--- src/rtl/mc_pkg.sv ---
// Shared types and constants for the multicycle MIPS control FSM.
// Holds the state encoding, opcode values, datapath select codes and the
// packed control-bundle struct passed from the output decoder to the top.
package mc_pkg;

  localparam int unsigned STATE_W  = 4;
  localparam int unsigned OPCODE_W = 6;

  typedef enum logic [STATE_W-1:0] {
    FETCH    = 4'd0,
    DECODE   = 4'd1,
    MEMADR   = 4'd2,
    MEMRD    = 4'd3,
    MEMWB    = 4'd4,
    MEMWR    = 4'd5,
    EXECUTE  = 4'd6,
    ALUWB    = 4'd7,
    BRANCH   = 4'd8,
    ADDIEXEC = 4'd9,
    ADDIWB   = 4'd10,
    JUMP     = 4'd11
  } state_t;

  localparam logic [OPCODE_W-1:0] OP_RTYPE = 6'b000000;
  localparam logic [OPCODE_W-1:0] OP_LW    = 6'b100011;
  localparam logic [OPCODE_W-1:0] OP_SW    = 6'b101011;
  localparam logic [OPCODE_W-1:0] OP_BEQ   = 6'b000100;
  localparam logic [OPCODE_W-1:0] OP_ADDI  = 6'b001000;
  localparam logic [OPCODE_W-1:0] OP_J     = 6'b000010;

  localparam logic [1:0] ALUOP_ADD   = 2'b00;
  localparam logic [1:0] ALUOP_SUB   = 2'b01;
  localparam logic [1:0] ALUOP_FUNCT = 2'b10;

  localparam logic [1:0] PCSRC_ALU    = 2'b00;
  localparam logic [1:0] PCSRC_ALUOUT = 2'b01;
  localparam logic [1:0] PCSRC_JUMP   = 2'b10;

  localparam logic [1:0] ALUB_REGB     = 2'b00;
  localparam logic [1:0] ALUB_FOUR     = 2'b01;
  localparam logic [1:0] ALUB_IMM      = 2'b10;
  localparam logic [1:0] ALUB_IMM_SHL2 = 2'b11;

  // Full set of datapath controls produced each cycle.
  typedef struct packed {
    logic       pc_write;
    logic       branch;
    logic [1:0] pc_src;
    logic       iord;
    logic       mem_read;
    logic       mem_write;
    logic       ir_write;
    logic       reg_dst;
    logic       mem_to_reg;
    logic       reg_write;
    logic       alu_src_a;
    logic [1:0] alu_src_b;
    logic [1:0] alu_op;
  } ctrl_t;

endpackage

--- src/rtl/mc_output_decode.sv ---
// Combinational control decode for the multicycle controller.
// Ports: state (current FSM state), mem_ready (memory handshake, only
// consulted in FETCH), ctrl (full control bundle for the datapath).
module mc_output_decode
  import mc_pkg::*;
(
  input  state_t mem_state,
  input  logic   mem_ready,
  output ctrl_t  ctrl
);

  // Everything defaults to 0; each state turns on only what it needs.
  // Unused encodings fall through with all controls (and write enables) off.
  always_comb begin
    ctrl = '0;
    case (mem_state)
      FETCH: begin
        ctrl.mem_read  = 1'b1;
        ctrl.alu_src_b = ALUB_FOUR;
        ctrl.alu_op    = ALUOP_ADD;
        ctrl.pc_src    = PCSRC_ALU;
        // IR and PC only load once the instruction word is actually back.
        ctrl.ir_write  = mem_ready;
        ctrl.pc_write  = mem_ready;
      end
      DECODE: begin
        ctrl.alu_src_b = ALUB_IMM_SHL2;
        ctrl.alu_op    = ALUOP_ADD;
      end
      MEMADR: begin
        ctrl.alu_src_a = 1'b1;
        ctrl.alu_src_b = ALUB_IMM;
        ctrl.alu_op    = ALUOP_ADD;
      end
      MEMRD: begin
        ctrl.iord     = 1'b1;
        ctrl.mem_read = 1'b1;
      end
      MEMWB: begin
        ctrl.mem_to_reg = 1'b1;
        ctrl.reg_write  = 1'b1;
      end
      MEMWR: begin
        ctrl.iord      = 1'b1;
        ctrl.mem_write = 1'b1;
      end
      EXECUTE: begin
        ctrl.alu_src_a = 1'b1;
        ctrl.alu_src_b = ALUB_REGB;
        ctrl.alu_op    = ALUOP_FUNCT;
      end
      ALUWB: begin
        ctrl.reg_dst   = 1'b1;
        ctrl.reg_write = 1'b1;
      end
      BRANCH: begin
        ctrl.alu_src_a = 1'b1;
        ctrl.alu_src_b = ALUB_REGB;
        ctrl.alu_op    = ALUOP_SUB;
        ctrl.branch    = 1'b1;
        ctrl.pc_src    = PCSRC_ALUOUT;
      end
      ADDIEXEC: begin
        ctrl.alu_src_a = 1'b1;
        ctrl.alu_src_b = ALUB_IMM;
        ctrl.alu_op    = ALUOP_ADD;
      end
      ADDIWB: begin
        ctrl.reg_write = 1'b1;
      end
      JUMP: begin
        ctrl.pc_write = 1'b1;
        ctrl.pc_src   = PCSRC_JUMP;
      end
      default: ctrl = '0;
    endcase
  end

endmodule

--- src/rtl/multicycle_controller.sv ---
// Main control FSM for the multicycle MIPS datapath.
// Ports: clk, rst_n (async active-low), opcode (IR[31:26]), mem_ready
// (shared memory handshake); outputs are the datapath enables/selects,
// the sticky illegal_op flag and state_dbg (registered state).
module multicycle_controller
  import mc_pkg::*;
(
  input  logic                clk,
  input  logic                rst_n,
  input  logic [OPCODE_W-1:0] opcode,
  input  logic                mem_ready,
  output logic                pc_write,
  output logic                branch,
  output logic [1:0]          pc_src,
  output logic                iord,
  output logic                mem_read,
  output logic                mem_write,
  output logic                ir_write,
  output logic                reg_dst,
  output logic                mem_to_reg,
  output logic                reg_write,
  output logic                alu_src_a,
  output logic [1:0]          alu_src_b,
  output logic [1:0]          alu_op,
  output logic                illegal_op,
  output logic [STATE_W-1:0]  state_dbg
);

  state_t state;
  state_t next_state;
  logic   illegal_set_c;
  logic   illegal_q;
  ctrl_t  ctrl_c;
  ctrl_t  ctrl_gated;

  // State register and sticky illegal-opcode flag.
  always_ff @(posedge clk or negedge rst_n) begin
    if (!rst_n) begin
      state     <= FETCH;
      illegal_q <= 1'b0;
    end else begin
      state <= next_state;
      if (illegal_set_c) illegal_q <= 1'b1;
    end
  end

  // Next-state logic; opcode is only meaningful in DECODE and MEMADR.
  always_comb begin
    next_state    = FETCH;
    illegal_set_c = 1'b0;
    case (state)
      FETCH:    next_state = mem_ready ? DECODE : FETCH;
      DECODE: begin
        case (opcode)
          OP_LW, OP_SW: next_state = MEMADR;
          OP_RTYPE:     next_state = EXECUTE;
          OP_BEQ:       next_state = BRANCH;
          OP_ADDI:      next_state = ADDIEXEC;
          OP_J:         next_state = JUMP;
          default: begin
            // PC already advanced in FETCH, so the bad word is just skipped.
            next_state    = FETCH;
            illegal_set_c = 1'b1;
          end
        endcase
      end
      MEMADR: begin
        if (opcode == OP_LW)      next_state = MEMRD;
        else if (opcode == OP_SW) next_state = MEMWR;
        else                      next_state = FETCH;
      end
      MEMRD:    next_state = mem_ready ? MEMWB : MEMRD;
      MEMWB:    next_state = FETCH;
      MEMWR:    next_state = mem_ready ? FETCH : MEMWR;
      EXECUTE:  next_state = ALUWB;
      ALUWB:    next_state = FETCH;
      BRANCH:   next_state = FETCH;
      ADDIEXEC: next_state = ADDIWB;
      ADDIWB:   next_state = FETCH;
      JUMP:     next_state = FETCH;
      default:  next_state = FETCH;
    endcase
  end

  mc_output_decode u_decode (
    .mem_state (state),
    .mem_ready (mem_ready),
    .ctrl      (ctrl_c)
  );

  // Reset state is FETCH, which would otherwise raise mem_read; hold every
  // control low for as long as rst_n is asserted.
  assign ctrl_gated = rst_n ? ctrl_c : '0;

  assign pc_write   = ctrl_gated.pc_write;
  assign branch     = ctrl_gated.branch;
  assign pc_src     = ctrl_gated.pc_src;
  assign iord       = ctrl_gated.iord;
  assign mem_read   = ctrl_gated.mem_read;
  assign mem_write  = ctrl_gated.mem_write;
  assign ir_write   = ctrl_gated.ir_write;
  assign reg_dst    = ctrl_gated.reg_dst;
  assign mem_to_reg = ctrl_gated.mem_to_reg;
  assign reg_write  = ctrl_gated.reg_write;
  assign alu_src_a  = ctrl_gated.alu_src_a;
  assign alu_src_b  = ctrl_gated.alu_src_b;
  assign alu_op     = ctrl_gated.alu_op;
  assign illegal_op = illegal_q;
  assign state_dbg  = STATE_W'(state);

endmodule

--- config.mk ---
export PLATFORM = sky130hd
export DESIGN_NAME = multicycle_controller
export DESIGN_NICKNAME = d
export VERILOG_FILES = /design/src/rtl/mc_pkg.sv /design/src/rtl/mc_output_decode.sv /design/src/rtl/multicycle_controller.sv
export SDC_FILE = /design/constraint.sdc
export NUM_CORES = 1
export LEC_CHECK = 0
export CORE_MARGIN = 8
export CORE_UTILIZATION = 35
export CTS_CLUSTER_DIAMETER = 50
export DETAILED_ROUTE_END_ITERATION = 8
export PLACE_DENSITY_LB_ADDON = 0.05
export RECOVER_POWER = 100
export SLEW_MARGIN = 20
export SYNTH_ARGS = -nofsm -noshare
export SYNTH_HDL_FRONTEND = slang
export SYNTH_SLANG_ARGS = --single-unit
--- constraint.sdc ---
create_clock -name clk -period 1.4 [get_ports clk]
set_input_delay 0.28 -clock clk [delete_from_list [all_inputs] [get_ports clk]]
set_output_delay 0.28 -clock clk [all_outputs]
set_load 0.03 [all_outputs]
# After elaboration in Yosys (flattened, before gate mapping)

Cells that the tools add are included.
W data, S select, Z words.

Register bits: 5
Output and inout bits: 21
Word-level logic and storage cells: 49

Equal/unequal tests: 16
Multiplexer cells: 22
Reductions and logical operators: 9

Operators with widths:

| operator             | count |
|---|---|
| $pmux W4 S5          | 2 |
| $pmux W4 S7          | 1 |
| $eq A4 B3 Y1 const B | 4 |
| $eq A4 B4 Y1 const B | 4 |
| $mux W16             | 1 |
| $eq A6 B6 Y1 const B | 2 |
| $mux W1              | 12 |
| $mux W3              | 4 |
| $eq A4 B2 Y1 const B | 2 |
| $reduce_or A2 Y1     | 4 |
| $eq A6 B2 Y1 const B | 1 |
| $eq A6 B3 Y1 const B | 1 |
| $eq A6 B4 Y1 const B | 1 |
| $logic_not A6 Y1     | 1 |
| $reduce_or A6 Y1     | 1 |
| $eq A4 B1 Y1 const B | 1 |
| $logic_not A4 Y1     | 1 |
| $pmux W2 S2          | 1 |
| $reduce_or A4 Y1     | 1 |
| $reduce_or A3 Y1     | 1 |
| $pmux W1 S2          | 1 |

# Longest topological paths before layout

Depth after elaboration: 4
Gate-level depth with buffers: 5
Depth with buffers taken out: 4

# Cells and area by module

A second synthesis with hierarchy kept.

Cells, all modules: 95
Area, all modules: 678.2 µm²

By module, submodules not included:

| module                | instances | cells an instance | area an instance (µm²) | seq. area each (µm²) |
|---|---|---|---|---|
| multicycle_controller | 1         | 64                | 495.5                  | 125.1 |
| mc_output_decode      | 1         | 31                | 182.7                  | 0.0 |

# Worst setup path after synthesis

No wires, ideal clock.

Path type: register -> output
Start point: register state[2] (netlist: state_dbg[2])
End point: output port pc_src[0]
Arrival time: 1.791 ns
Required time: 1.120 ns
Path slack: -0.671 ns
Cell stages (with the launch flop): 6
Cell sequence: dfrtp_1 buf_6 clkbuf_1 nand3b_1 nor2_1 buf_4

Cells in the longest elaborated chain, start to end: 3

RTL lines:

| element                | RTL line                    | text |
|---|---|---|
| start, declared        | multicycle_controller.sv:29 | `state_t state;` |
| start signal, assigned | multicycle_controller.sv:42 | `state <= next_state;` |
| $eq A4 B4 Y1           | mc_output_decode.sv:16      | `case (mem_state)` |
| $pmux W2 S2 (*)        | mc_output_decode.sv:16      |  |
| $mux W16 (*)           | multicycle_controller.sv:93 | `assign ctrl_gated = rst_n ? ctrl_c : '0;` |
| end, declared          | multicycle_controller.sv:14 | `output logic [1:0] pc_src,` |

Every way passes the cells marked *; elsewhere a longest branch is shown, timed or not.

# Worst setup path in the final report

Start point: register state[0] (netlist: state_dbg[0])
End point: output port pc_write

Cells in the longest elaborated chain, start to end: 3

RTL lines:

| element                                          | RTL line                    | text |
|---|---|---|
| $eq A4 B4 Y1 or $logic_not A4 Y1 (tied branches) | mc_output_decode.sv:16      |  |
| $pmux W1 S2 (*)                                  | mc_output_decode.sv:16      |  |
| $mux W16 (*)                                     | multicycle_controller.sv:93 |  |
| end, declared                                    | multicycle_controller.sv:12 | `output logic pc_write,` |

Marks and branches as above.

==> metrics <==
post-route setup slack=-0.362 ns; Hold Violations, Final=0; utilization after layout=91.8%; syn_area_per_cell=6.94 um^2; area leader, netlist=dfrtp_1; I/O pins=30; synthesis-to-finish area growth=143%; R2R depth=5; # hold bufs at CTS=0; Cells after DPL=141; initial antenna violation count=0; final WL=3380 um; mux share of post-synthesis cell area=1.72%; Clock Skew=0.00133 ns; number of port buffers=29; site row count=14; Yosys warning count=0; register area share after synthesis=21.5%; critical path class=reg -> out; Die X=56.8 um; Leakage=0.592 nW; Synth top area share=21.5%; number of nets in the final layout=153; WP buf/inv=2; Post-synth EDFFs=0; Critical Path Sink=pc_write; post-synthesis xor/xnor area fraction=4.51%; DRT Pass-1 Iters=4; Hold/Removal Path Class=in -> async; Max Cap Violations=0; VDD IR max=531 uV; CTS Root Cell=clkbuf_4; fmax=568 MHz; worst r2r src=state_dbg[2]$_DFF_PN0_; average wire per standard cell=21.2 um; crit path capture type=output port; # setup viols final=22; status=complete, but fails checks; clk slew on worst S/H paths=0.05 ns; Synth Area in Compound Gates=23.4%; Layout Cells excl Fill=159; diode count=0; Final Max Tran Viols=0; worst setup path startpoint=state_dbg[0]$_DFF_PN0_; syn nets=93; # H-tree levels=1; top area cells in the synthesized netlist=dfrtp_1 (21%), nor2_1 (11%), nand2b_1 (4.3%); fillers=60; Max-Slew Margin vs Limit=76.8%; worst-path fanout max=4; share of layout cells above drive strength 1=67.1%; CP Depth=5; Tightest Pin Transition=0.349 ns; Yosys cell types=33; ys async rst share=100%; chip height=56.8 um; unrepaired setup endpoints after global routing=yes; cell family with most CP delay=flip-flops; Reg2Reg Capture Point=state_dbg[1]$_DFF_PN0_; CP arrival=1.48 ns; crit path time final=1.76 ns; Vias=988; Iteration-0 DRC Markers=43; via density per instance=6.21; Top FF cell, synth=dfrtp_1; Detail Route Antenna Nets=0; Reg area=130 um^2; most frequent cells in the layout=buf_6 (30), buf_4 (20), nor2_4 (11), clkdlybuf4s50_1 (6); Final Wtd Congestion=0.935; Core Area=0.00154 mm^2; Reg2Reg Setup Slack=-0.21 ns; first-pass GRT wire length=4650 um; worst path required time=1.12 ns; power density over the cells=626 mW/mm^2; worst skew pair latency=0.25 ns; largest net degree at the start of global routing=9; Final period util=126%; CP max stage cell=dfrtp_2; Num CTS Buffers=3; worst stage delay on the critical path=0.46 ns; area of the multi-input gates=599 um^2; Mapped Area=583 um^2; Total GRT Usage=17.6%; Synth Area in Simple Gates=39.5%; die area=0.00323 mm^2; area share of fa/ha/maj cells after synthesis=0%; Final HPWL DP=1680 um; vias in the first global route=951; commonest non-fill, non-tap cell in the layout=buf_6; TritonCTS clock tree=built; Synth Register Bits=5; nature of the critical path startpoint=register; main combinational cell family by area after synthesis=simple AND/OR/NAND/NOR gates; initial core utilization=37.8%; failing checks=setup timing; Clock Sinks=5; total global routing overflow=0; Gate Count Post-Synth=84; clk buf depth=2; DR DRC count=0; worst path cell trace=buf_12, nor2_4, nand2_2, o22ai_2, buf_6
[tightest hold or removal path, cell delays in order]
cell	delay, ns
dlygate4sd2_1	0.25
clkbuf_1	0.24
clkbuf_1	0.33
[cells in the mapped netlist, drive strengths merged (3+ instances only)]
cell     n
nor3     3
a21oi    3
clkbuf   4
o21ai    5
nor2    17
dfrtp    5
nand3    3
nand2    6
inv      3
buf      4
nand2b   4
[through the flow]
stage                     hold WS, ns  power (mW)  TNS (ns)  area (um^2)  worst slack (ns)
final                           0.455       0.886     -4.80         1420            -0.362
after global routing            0.477       0.924     -5.72         1420            -0.372
after CTS                       0.242       0.813     -3.53         1340            -0.220
after detailed placement        0.452       0.546     -4.06         1050            -0.250
after global placement          0.470       0.539     -4.06         1050            -0.244
after floorplan               -0.0156       0.400     -2.07          718            -0.365
[timing repair]
item	in CTS	in global routing
endpoints found under the setup margin	18	23
endpoints found under the hold margin	0	0
pin swaps	5	10
gates resized for setup	46	17
buffers inserted	10	4
[power by group]
part / total [mW] / leakage, nW / internal [mW] / switching [mW]
Clock: 0.184 / 0.0150 / 0.109 / 0.0748
Combinational: 0.526 / 0.520 / 0.246 / 0.280
Sequential: 0.176 / 0.0567 / 0.155 / 0.0218
[worst min-delay path by stage]
stage	slack, ns	from	end	depth (start not counted)
after floorplan	-0.02	rst_n	illegal_op$_DFFE_PN0P_	0
final	0.46	rst_n	illegal_op$_DFFE_PN0P_	3
after detailed placement	0.45	illegal_op$_DFFE_PN0P_	illegal_op$_DFFE_PN0P_	1
after CTS	0.24	rst_n	state_dbg[1]$_DFF_PN0_	3
after global placement	0.47	illegal_op$_DFFE_PN0P_	illegal_op$_DFFE_PN0P_	1
after global routing	0.48	rst_n	illegal_op$_DFFE_PN0P_	3
[registers in the layout, summed over array words and instances (netlist names)]
signal	count
state_dbg	4
illegal_op	1
[logic make-up (layout without fill, tap and decap cells)]
kind of cell | after synthesis | count (layout)
xor gates and xnor gates | 3 | 3
buffers and inverters | 11 | 70
and+or+nand+nor | 44 | 44
AOI/OAI and AO/OA | 20 | 20
muxes | 1 | 1
DFF | 5 | 5
[per-layer routing]
| metal | wire length [um] | GRT usage, % | part of all wire (%) |
|---|---|---|---|
| met2 | 1710 | 30.3 | 51 |
| met1 | 1240 | 20.0 | 37 |
| met4 | 113 | 7.38 | 3.3 |
| met5 | 0 | 0 | 0 |
| met3 | 310 | 4.27 | 9.2 |
[final cells by class]
type	instances	share of cell area, %
clock buffer	4	1.86
sequential	5	9.20
timing repair buffer	63	44.2
multi-input combinational	68	42.4
inverter	3	0.973
tap	16	1.41
No activity file was read; power rests on OpenSTA's default activity.
